File: src/rtl/adc_uart_pkg.sv
// Shared definitions for the ADC-to-UART text streamer: ASCII constants,
// FSM state and frame-phase enums, and a nibble-to-hex-character helper.
package adc_uart_pkg;

    localparam logic [7:0] COLON   = 8'h3A;
    localparam logic [7:0] COMMA   = 8'h2C;
    localparam logic [7:0] CR      = 8'h0D;
    localparam logic [7:0] LF      = 8'h0A;
    localparam logic [7:0] ZERO    = 8'h30;
    localparam logic [7:0] A_UPPER = 8'h41;

    // Main controller states.
    typedef enum logic [2:0] {
        ST_IDLE,
        ST_REQ,
        ST_CONV,
        ST_LOAD,
        ST_ACK,
        ST_DONE
    } state_e;

    // Which character of the frame text is being sent.
    typedef enum logic [2:0] {
        PH_CHAN,
        PH_COLON,
        PH_DIGIT,
        PH_COMMA,
        PH_CR,
        PH_LF
    } phase_e;

    // Uppercase ASCII hex digit for a 4-bit value.
    function automatic logic [7:0] nib2hex(input logic [3:0] nib);
        if (nib < 4'd10) begin
            return ZERO + {4'h0, nib};
        end else begin
            return A_UPPER + {4'h0, nib} - 8'd10;
        end
    endfunction

endpackage

File: src/rtl/adc_uart_streamer_period_tick_gen.sv
// Free-running period counter producing a one-cycle tick at each wrap.
module period_tick_gen #(
    parameter int PERIOD_CYCLES = 50000000
) (
    input  logic i_clk,
    input  logic i_rst_n,
    output logic o_tick
);

    localparam int CNT_W = $clog2(PERIOD_CYCLES);
    localparam logic [CNT_W-1:0] LAST = CNT_W'(PERIOD_CYCLES - 1);

    logic [CNT_W-1:0] cnt_q;
    logic [CNT_W-1:0] cnt_d;

    // Next count: wrap to zero after the last cycle of the period.
    always_comb begin
        cnt_d = (cnt_q == LAST) ? '0 : cnt_q + 1'b1;
    end

    // Counter register; starts at zero out of reset and never stops.
    always_ff @(posedge i_clk or negedge i_rst_n) begin
        if (!i_rst_n) begin
            cnt_q <= '0;
        end else begin
            cnt_q <= cnt_d;
        end
    end

    assign o_tick = (cnt_q == LAST);

endmodule

File: src/rtl/adc_uart_streamer.sv
// Periodic multi-channel ADC sampler that sends each frame of conversions
// as ASCII text ("c:digits,...CRLF") through a UART transmitter handshake.
module adc_uart_streamer
    import adc_uart_pkg::*;
#(
    parameter int DATA_WIDTH    = 12,
    parameter int NUM_CHANNELS  = 4,
    parameter int PERIOD_CYCLES = 50000000,
    parameter int CH_W          = (NUM_CHANNELS > 1) ? $clog2(NUM_CHANNELS) : 1
) (
    input  logic                  i_clk,
    input  logic                  i_rst_n,
    input  logic                  i_enable,
    input  logic                  i_hex_mode,
    output logic                  o_adc_request,
    output logic [CH_W-1:0]       o_adc_channel,
    input  logic                  i_adc_busy,
    input  logic                  i_adc_dv,
    input  logic [DATA_WIDTH-1:0] i_adc_data,
    output logic [7:0]            o_tx_byte,
    output logic                  o_tx_dv,
    input  logic                  i_tx_ack,
    input  logic                  i_tx_done,
    output logic                  o_busy,
    output logic                  o_overrun,
    output logic [15:0]           o_frame_count
);

    // Hex digits cover the sample zero-padded up to a whole nibble.
    localparam int HEX_DIGITS = (DATA_WIDTH + 3) / 4;
    localparam int HEX_W      = 4 * HEX_DIGITS;
    localparam logic [CH_W-1:0] LAST_CH      = CH_W'(NUM_CHANNELS - 1);
    localparam logic [4:0]      LAST_BIN_DIG = 5'(DATA_WIDTH - 1);
    localparam logic [4:0]      LAST_HEX_DIG = 5'(HEX_DIGITS - 1);

    logic tick;

    period_tick_gen #(
        .PERIOD_CYCLES(PERIOD_CYCLES)
    ) u_tick (
        .i_clk  (i_clk),
        .i_rst_n(i_rst_n),
        .o_tick (tick)
    );

    state_e          state_q,     state_d;
    phase_e          phase_q,     phase_d;
    logic [CH_W-1:0] channel_q,   channel_d;
    logic            hex_q,       hex_d;
    logic [HEX_W-1:0] sreg_q,     sreg_d;
    logic [4:0]      digit_q,     digit_d;
    logic [7:0]      tx_byte_q,   tx_byte_d;
    logic            tx_dv_q,     tx_dv_d;
    logic            done_pend_q, done_pend_d;
    logic            overrun_q,   overrun_d;
    logic [15:0]     frame_cnt_q, frame_cnt_d;

    logic       busy;
    logic       last_digit;
    logic [7:0] digit_char;
    logic [7:0] next_char;

    assign busy = (state_q != ST_IDLE);

    // Character selection for the current frame position.
    always_comb begin
        last_digit = hex_q ? (digit_q == LAST_HEX_DIG) : (digit_q == LAST_BIN_DIG);
        if (hex_q) begin
            digit_char = nib2hex(sreg_q[HEX_W-1 -: 4]);
        end else begin
            digit_char = sreg_q[DATA_WIDTH-1] ? (ZERO + 8'd1) : ZERO;
        end
        case (phase_q)
            PH_CHAN:  next_char = nib2hex(4'(channel_q));
            PH_COLON: next_char = COLON;
            PH_DIGIT: next_char = digit_char;
            PH_COMMA: next_char = COMMA;
            PH_CR:    next_char = CR;
            PH_LF:    next_char = LF;
            default:  next_char = 8'h00;
        endcase
    end

    // Frame controller: next state, handshake outputs and frame bookkeeping.
    always_comb begin
        state_d     = state_q;
        phase_d     = phase_q;
        channel_d   = channel_q;
        hex_d       = hex_q;
        sreg_d      = sreg_q;
        digit_d     = digit_q;
        tx_byte_d   = tx_byte_q;
        tx_dv_d     = tx_dv_q;
        done_pend_d = done_pend_q;
        overrun_d   = overrun_q;
        frame_cnt_d = frame_cnt_q;

        // A tick during a frame is lost; remember that it happened.
        if (tick && busy) begin
            overrun_d = 1'b1;
        end

        case (state_q)
            ST_IDLE: begin
                if (tick && i_enable) begin
                    state_d   = ST_REQ;
                    hex_d     = i_hex_mode;
                    channel_d = '0;
                    phase_d   = PH_CHAN;
                end
            end
            ST_REQ: begin
                if (i_adc_busy) begin
                    state_d = ST_CONV;
                end
            end
            ST_CONV: begin
                if (i_adc_dv) begin
                    sreg_d  = HEX_W'(i_adc_data);
                    digit_d = '0;
                    state_d = ST_LOAD;
                end
            end
            ST_LOAD: begin
                tx_byte_d = next_char;
                tx_dv_d   = 1'b1;
                state_d   = ST_ACK;
            end
            ST_ACK: begin
                if (i_tx_ack) begin
                    tx_dv_d = 1'b0;
                    // A done arriving with the ack must not be lost.
                    done_pend_d = i_tx_done;
                    state_d     = ST_DONE;
                end
            end
            ST_DONE: begin
                if (i_tx_done || done_pend_q) begin
                    done_pend_d = 1'b0;
                    state_d     = ST_LOAD;
                    case (phase_q)
                        PH_CHAN:  phase_d = PH_COLON;
                        PH_COLON: begin
                            phase_d = PH_DIGIT;
                            digit_d = '0;
                        end
                        PH_DIGIT: begin
                            if (!last_digit) begin
                                digit_d = digit_q + 5'd1;
                                sreg_d  = hex_q ? (sreg_q << 4) : (sreg_q << 1);
                            end else if (channel_q != LAST_CH) begin
                                phase_d = PH_COMMA;
                            end else begin
                                phase_d = PH_CR;
                            end
                        end
                        PH_COMMA: begin
                            channel_d = channel_q + 1'b1;
                            phase_d   = PH_CHAN;
                            state_d   = ST_REQ;
                        end
                        PH_CR:    phase_d = PH_LF;
                        PH_LF: begin
                            state_d     = ST_IDLE;
                            frame_cnt_d = frame_cnt_q + 16'd1;
                        end
                        default:  state_d = ST_IDLE;
                    endcase
                end
            end
            default: state_d = ST_IDLE;
        endcase
    end

    // State and datapath registers.
    always_ff @(posedge i_clk or negedge i_rst_n) begin
        if (!i_rst_n) begin
            state_q     <= ST_IDLE;
            phase_q     <= PH_CHAN;
            channel_q   <= '0;
            hex_q       <= 1'b0;
            sreg_q      <= '0;
            digit_q     <= '0;
            tx_byte_q   <= 8'h00;
            tx_dv_q     <= 1'b0;
            done_pend_q <= 1'b0;
            overrun_q   <= 1'b0;
            frame_cnt_q <= 16'h0000;
        end else begin
            state_q     <= state_d;
            phase_q     <= phase_d;
            channel_q   <= channel_d;
            hex_q       <= hex_d;
            sreg_q      <= sreg_d;
            digit_q     <= digit_d;
            tx_byte_q   <= tx_byte_d;
            tx_dv_q     <= tx_dv_d;
            done_pend_q <= done_pend_d;
            overrun_q   <= overrun_d;
            frame_cnt_q <= frame_cnt_d;
        end
    end

    assign o_adc_request = (state_q == ST_REQ);
    assign o_adc_channel = channel_q;
    assign o_tx_byte     = tx_byte_q;
    assign o_tx_dv       = tx_dv_q;
    assign o_busy        = busy;
    assign o_overrun     = overrun_q;
    assign o_frame_count = frame_cnt_q;

endmodule

File: config.mk
export PLATFORM = sky130hd
export DESIGN_NAME = adc_uart_streamer
export DESIGN_NICKNAME = d
export VERILOG_FILES = /design/src/rtl/adc_uart_pkg.sv /design/src/rtl/adc_uart_streamer_period_tick_gen.sv /design/src/rtl/adc_uart_streamer.sv
export SDC_FILE = /design/constraint.sdc
export NUM_CORES = 1
export LEC_CHECK = 0
export CORE_ASPECT_RATIO = 0.9
export CORE_MARGIN = 5
export CORE_UTILIZATION = 56
export DETAILED_ROUTE_END_ITERATION = 8
export PLACE_DENSITY = 0.87
export REMOVE_ABC_BUFFERS = 1
export SLEW_MARGIN = 20
export SYNTH_ARGS = -nofsm -noshare
export SYNTH_HDL_FRONTEND = slang
export SYNTH_SLANG_ARGS = --single-unit
File: constraint.sdc
create_clock -name i_clk -period 3.02 [get_ports i_clk]
set_input_delay 0.604 -clock i_clk [delete_from_list [all_inputs] [get_ports i_clk]]
set_output_delay 0.604 -clock i_clk [all_outputs]
set_load 0.01 [all_outputs]
==> results.cfg <==
[clocking]
post_cts_resized = 0
cts_max_path_buffers = 2
clk_pin_slew_ns = 0.08
clock_sinks = 78
numCtsBuffers = 9
hold_buffers = 0
cts_setup_buffers = 0
htreeDepth = 3
cts_root_buf = clkbuf_8
tritoncts = yes
clkLatencyLatePin_ns = 0.36

[critical_path]
crit_buf_inv = 2
cp-start-kind = flip-flop
cp_slowest_cell = dfrtp_1
crit_fanout = 12
cp_slowest_stage_delay_ns = 0.50
path_cells = nor3_1 > inv_1 > clkdlybuf4s50_1
end_kind = output port
path_class = flip-flop to output port
cp_top_family = buffers and inverters
critPathArrivalTime_ns = 1.85
crit_required_ns = 2.42

[synth]
synth-async-reset-ratio_pct = 100
synth_simple_gate_area_share_pct = 21.7
synthTopCellsByArea = dfrtp_1, xnor2_1, nand2_1
synth_xor_area_share_pct = 8.39
mappedNetlistArea_um2 = 4070
synth_top_family_by_area = simple AND/OR/NAND/NOR gates
synth_edf_count = 0
yosys_warnings = 0
synth_ff_type = dfrtp_1
synth_seq_cells = 78
synth_top_area_cell = dfrtp_1
syn_avg_cell_area_um2 = 9.63
synth-compound-area-share_pct = 10.9
seq_area_frac_synth_pct = 47.9
yosys-mux-area-fraction_pct = 5.99
synthAdderAreaFrac_pct = 1.54
synthCells = 423
synth_cell_types = 56
yosysTopAreaCellShare_pct = 47.9

[die]
start_util_pct = 57.5
row_count = 29
io_pins = 50
die_y_um = 90.9
die_w_um = 99.9
core_um2 = 7080
dieArea_um2 = 9080

[placed_design]
dp_hpwl_um = 6070
numPortBuffers = 48
placed_cells = 552
routabilityCongestion = 0.849

[detailed_routing]
detail-route-antenna-nets = 0
drt-initial-drc-count = 176
dr.pass1.iters = 4
vias = 3218
drc = 0
routed_via_density = 5.67
wirelength_um = 8650
wl_per_cell_um = 15.2

[global_routing]
grt_pass1_wl_um = 15000
antenna_found_initial = 0
overflow = 0
track_usage_pct = 20.3
grt_max_degree = 79
grt_pass1_vias = 3116

[status]
status = completed

[final_layout]
fin_nets = 495
final_cells = 568
diodes = 0
fillers = 562
syn2layout_area_growth_pct = 18.4
multiInputGateArea_um2 = 1980
regArea_um2 = 1950
drive_gt1_share_pct = 10.3

[sta]
max_slew_margin_pct = 36.6
finalHoldViolations = 0
worst_slew_pin_slew_ns = 0.951
max_freq_mhz = 407
fin_skew_ns = 0.0168
fin_crit_ns = 2.45
rsz0062_at_grt = no
drv_slew = 0
setup_viol = 0
fin_setup_tns_ns = 0
period_share_pct = 81.3

[power_and_ir_drop]
leakage_nw = 2.08
power_density_nw_per_um2 = 619
max-vdd-ir-drop_mv = 0.339

[flow_run]
maxCapViolations = 0

[min_path]
hp-class = primary input to asynchronous set/reset pin
[cell usage after synthesis, drive strengths merged, types with 2 or more instances]
cell type and instances:
a2111oi 2, a21boi 2, a21o 2, a21oi 20, a22o 3, and2 4, and3 7, buf 4
clkbuf 16, dfrtp 78, ha 5, inv 15, mux2 11, mux2i 12, nand2 41, nand2b 6
nand3 24, nand3b 5, nand4 11, nor2 38, nor2b 3, nor3 12, nor3b 2, nor4 5
o21ai 30, o31ai 4, o41ai 2, or3 2, or3b 3, or4 2, xnor2 22, xor2 17
[report_power, final]
part           total (mW)  leakage [nW]  switching, mW  internal [mW]
logic               0.878         0.965          0.455          0.423
registers            1.39          1.02          0.192           1.20
clock network       0.713        0.0902          0.406          0.306
[cell type report]
cell class / instances / area share [%]
Clock buffer: 9 / 2.57
Clock inverter: 7 / 1.17
Inverter: 15 / 1.17
Multi-Input combinational cell: 310 / 41.0
Sequential cell: 78 / 40.5
Tap cell: 93 / 2.41
Timing Repair Buffer: 56 / 11.2
[worst paths after layout]
check | cells past startpoint | slack (ns) | end | from
min reg2reg | 1 | 0.47 | o_overrun$_DFFE_PN0P_ | o_overrun$_DFFE_PN0P_
max | 3 | 0.57 | o_busy | state_q[2]$_DFFE_PN0P_
min | 1 | 0.41 | o_tx_dv$_DFFE_PN0P_ | i_rst_n
max in group asynchronous | 1 | 2.01 | u_tick.cnt_q[6]$_DFF_PN0_ | i_rst_n
min in group i_clk | 1 | 0.47 | o_overrun$_DFFE_PN0P_ | o_overrun$_DFFE_PN0P_
max reg2reg | 6 | 0.69 | phase_q[1]$_DFFE_PN0P_ | u_tick.cnt_q[10]$_DFF_PN0_
[per-stage QoR]
step	util (%)	hold slack (ns)	instance area, um^2	setup WS, ns	total power [mW]
after floorplan	-	0.308	3990	0.628	1.93
after global placement	65.6	0.441	4640	0.451	2.24
after detailed placement	65.6	0.455	4640	0.369	2.28
after CTS	68.2	0.439	4820	0.530	2.99
after global routing	68.2	0.489	4820	0.472	3.19
final	68.2	0.406	4820	0.565	2.98
[registers in the layout (all words and copies together), names as in the netlist, 2 cells and up]
| register | count |
|---|---|
| u_tick.cnt_q | 26 |
| o_adc_channel | 2 |
| state_q | 3 |
| digit_q | 5 |
| sreg_q | 12 |
| o_tx_byte | 7 |
| o_frame_count | 16 |
| phase_q | 3 |
[cell families (layout without fill, tap and decap cells)]
logic type	count (synthesis)	after routing
simple gates	170	170
flops	78	78
compound gates	72	72
xor+xnor	39	39
buf+inv	35	87
mux	23	23
fa+ha+maj	5	5
other cells	1	1
[worst register-to-register path, cell delays in order (launching register included)]
cell,delay [ns]
dfrtp_1,0.43
or4_4,0.56
nor4_4,0.27
a31oi_1,0.15
or4_4,0.58
o21ai_2,0.17
o41ai_2,0.08
[layer usage]
layer | vias to the layer above | track usage [%] | wire length [um]
li1 | 1570 | - | -
met1 | 1548 | 27.7 | 3910
met2 | 90 | 32.3 | 4150
met3 | 10 | 3.47 | 472
met4 | 0 | 7.85 | 116
met5 | - | 0 | 0
[placed cells by master, fill, tap and decap left out, types with 3 or more instances in the layout]
| cell type | n |
|---|---|
| o21ai_1 | 3 |
| nor4_1 | 4 |
| a22o_1 | 3 |
| nand4_1 | 11 |
| mux2i_1 | 12 |
| nand3b_1 | 5 |
| or3b_2 | 3 |
| inv_1 | 15 |
| nor3_1 | 11 |
| mux2_2 | 10 |
| a21oi_1 | 20 |
| clkdlybuf4s50_1 | 47 |
| nor2_1 | 38 |
| nand2_1 | 41 |
| nand3_1 | 24 |
| nor2b_1 | 3 |
| xor2_1 | 17 |
| o21ai_0 | 26 |
| xnor2_1 | 22 |
| clkinv_4 | 3 |
| and2_1 | 3 |
| buf_4 | 9 |
| o31ai_1 | 4 |
| clkbuf_8 | 9 |
| and3_1 | 7 |
| nand2b_1 | 6 |
| dfrtp_1 | 78 |
| ha_1 | 5 |
Note: power is estimated with default switching activity, not from simulation.
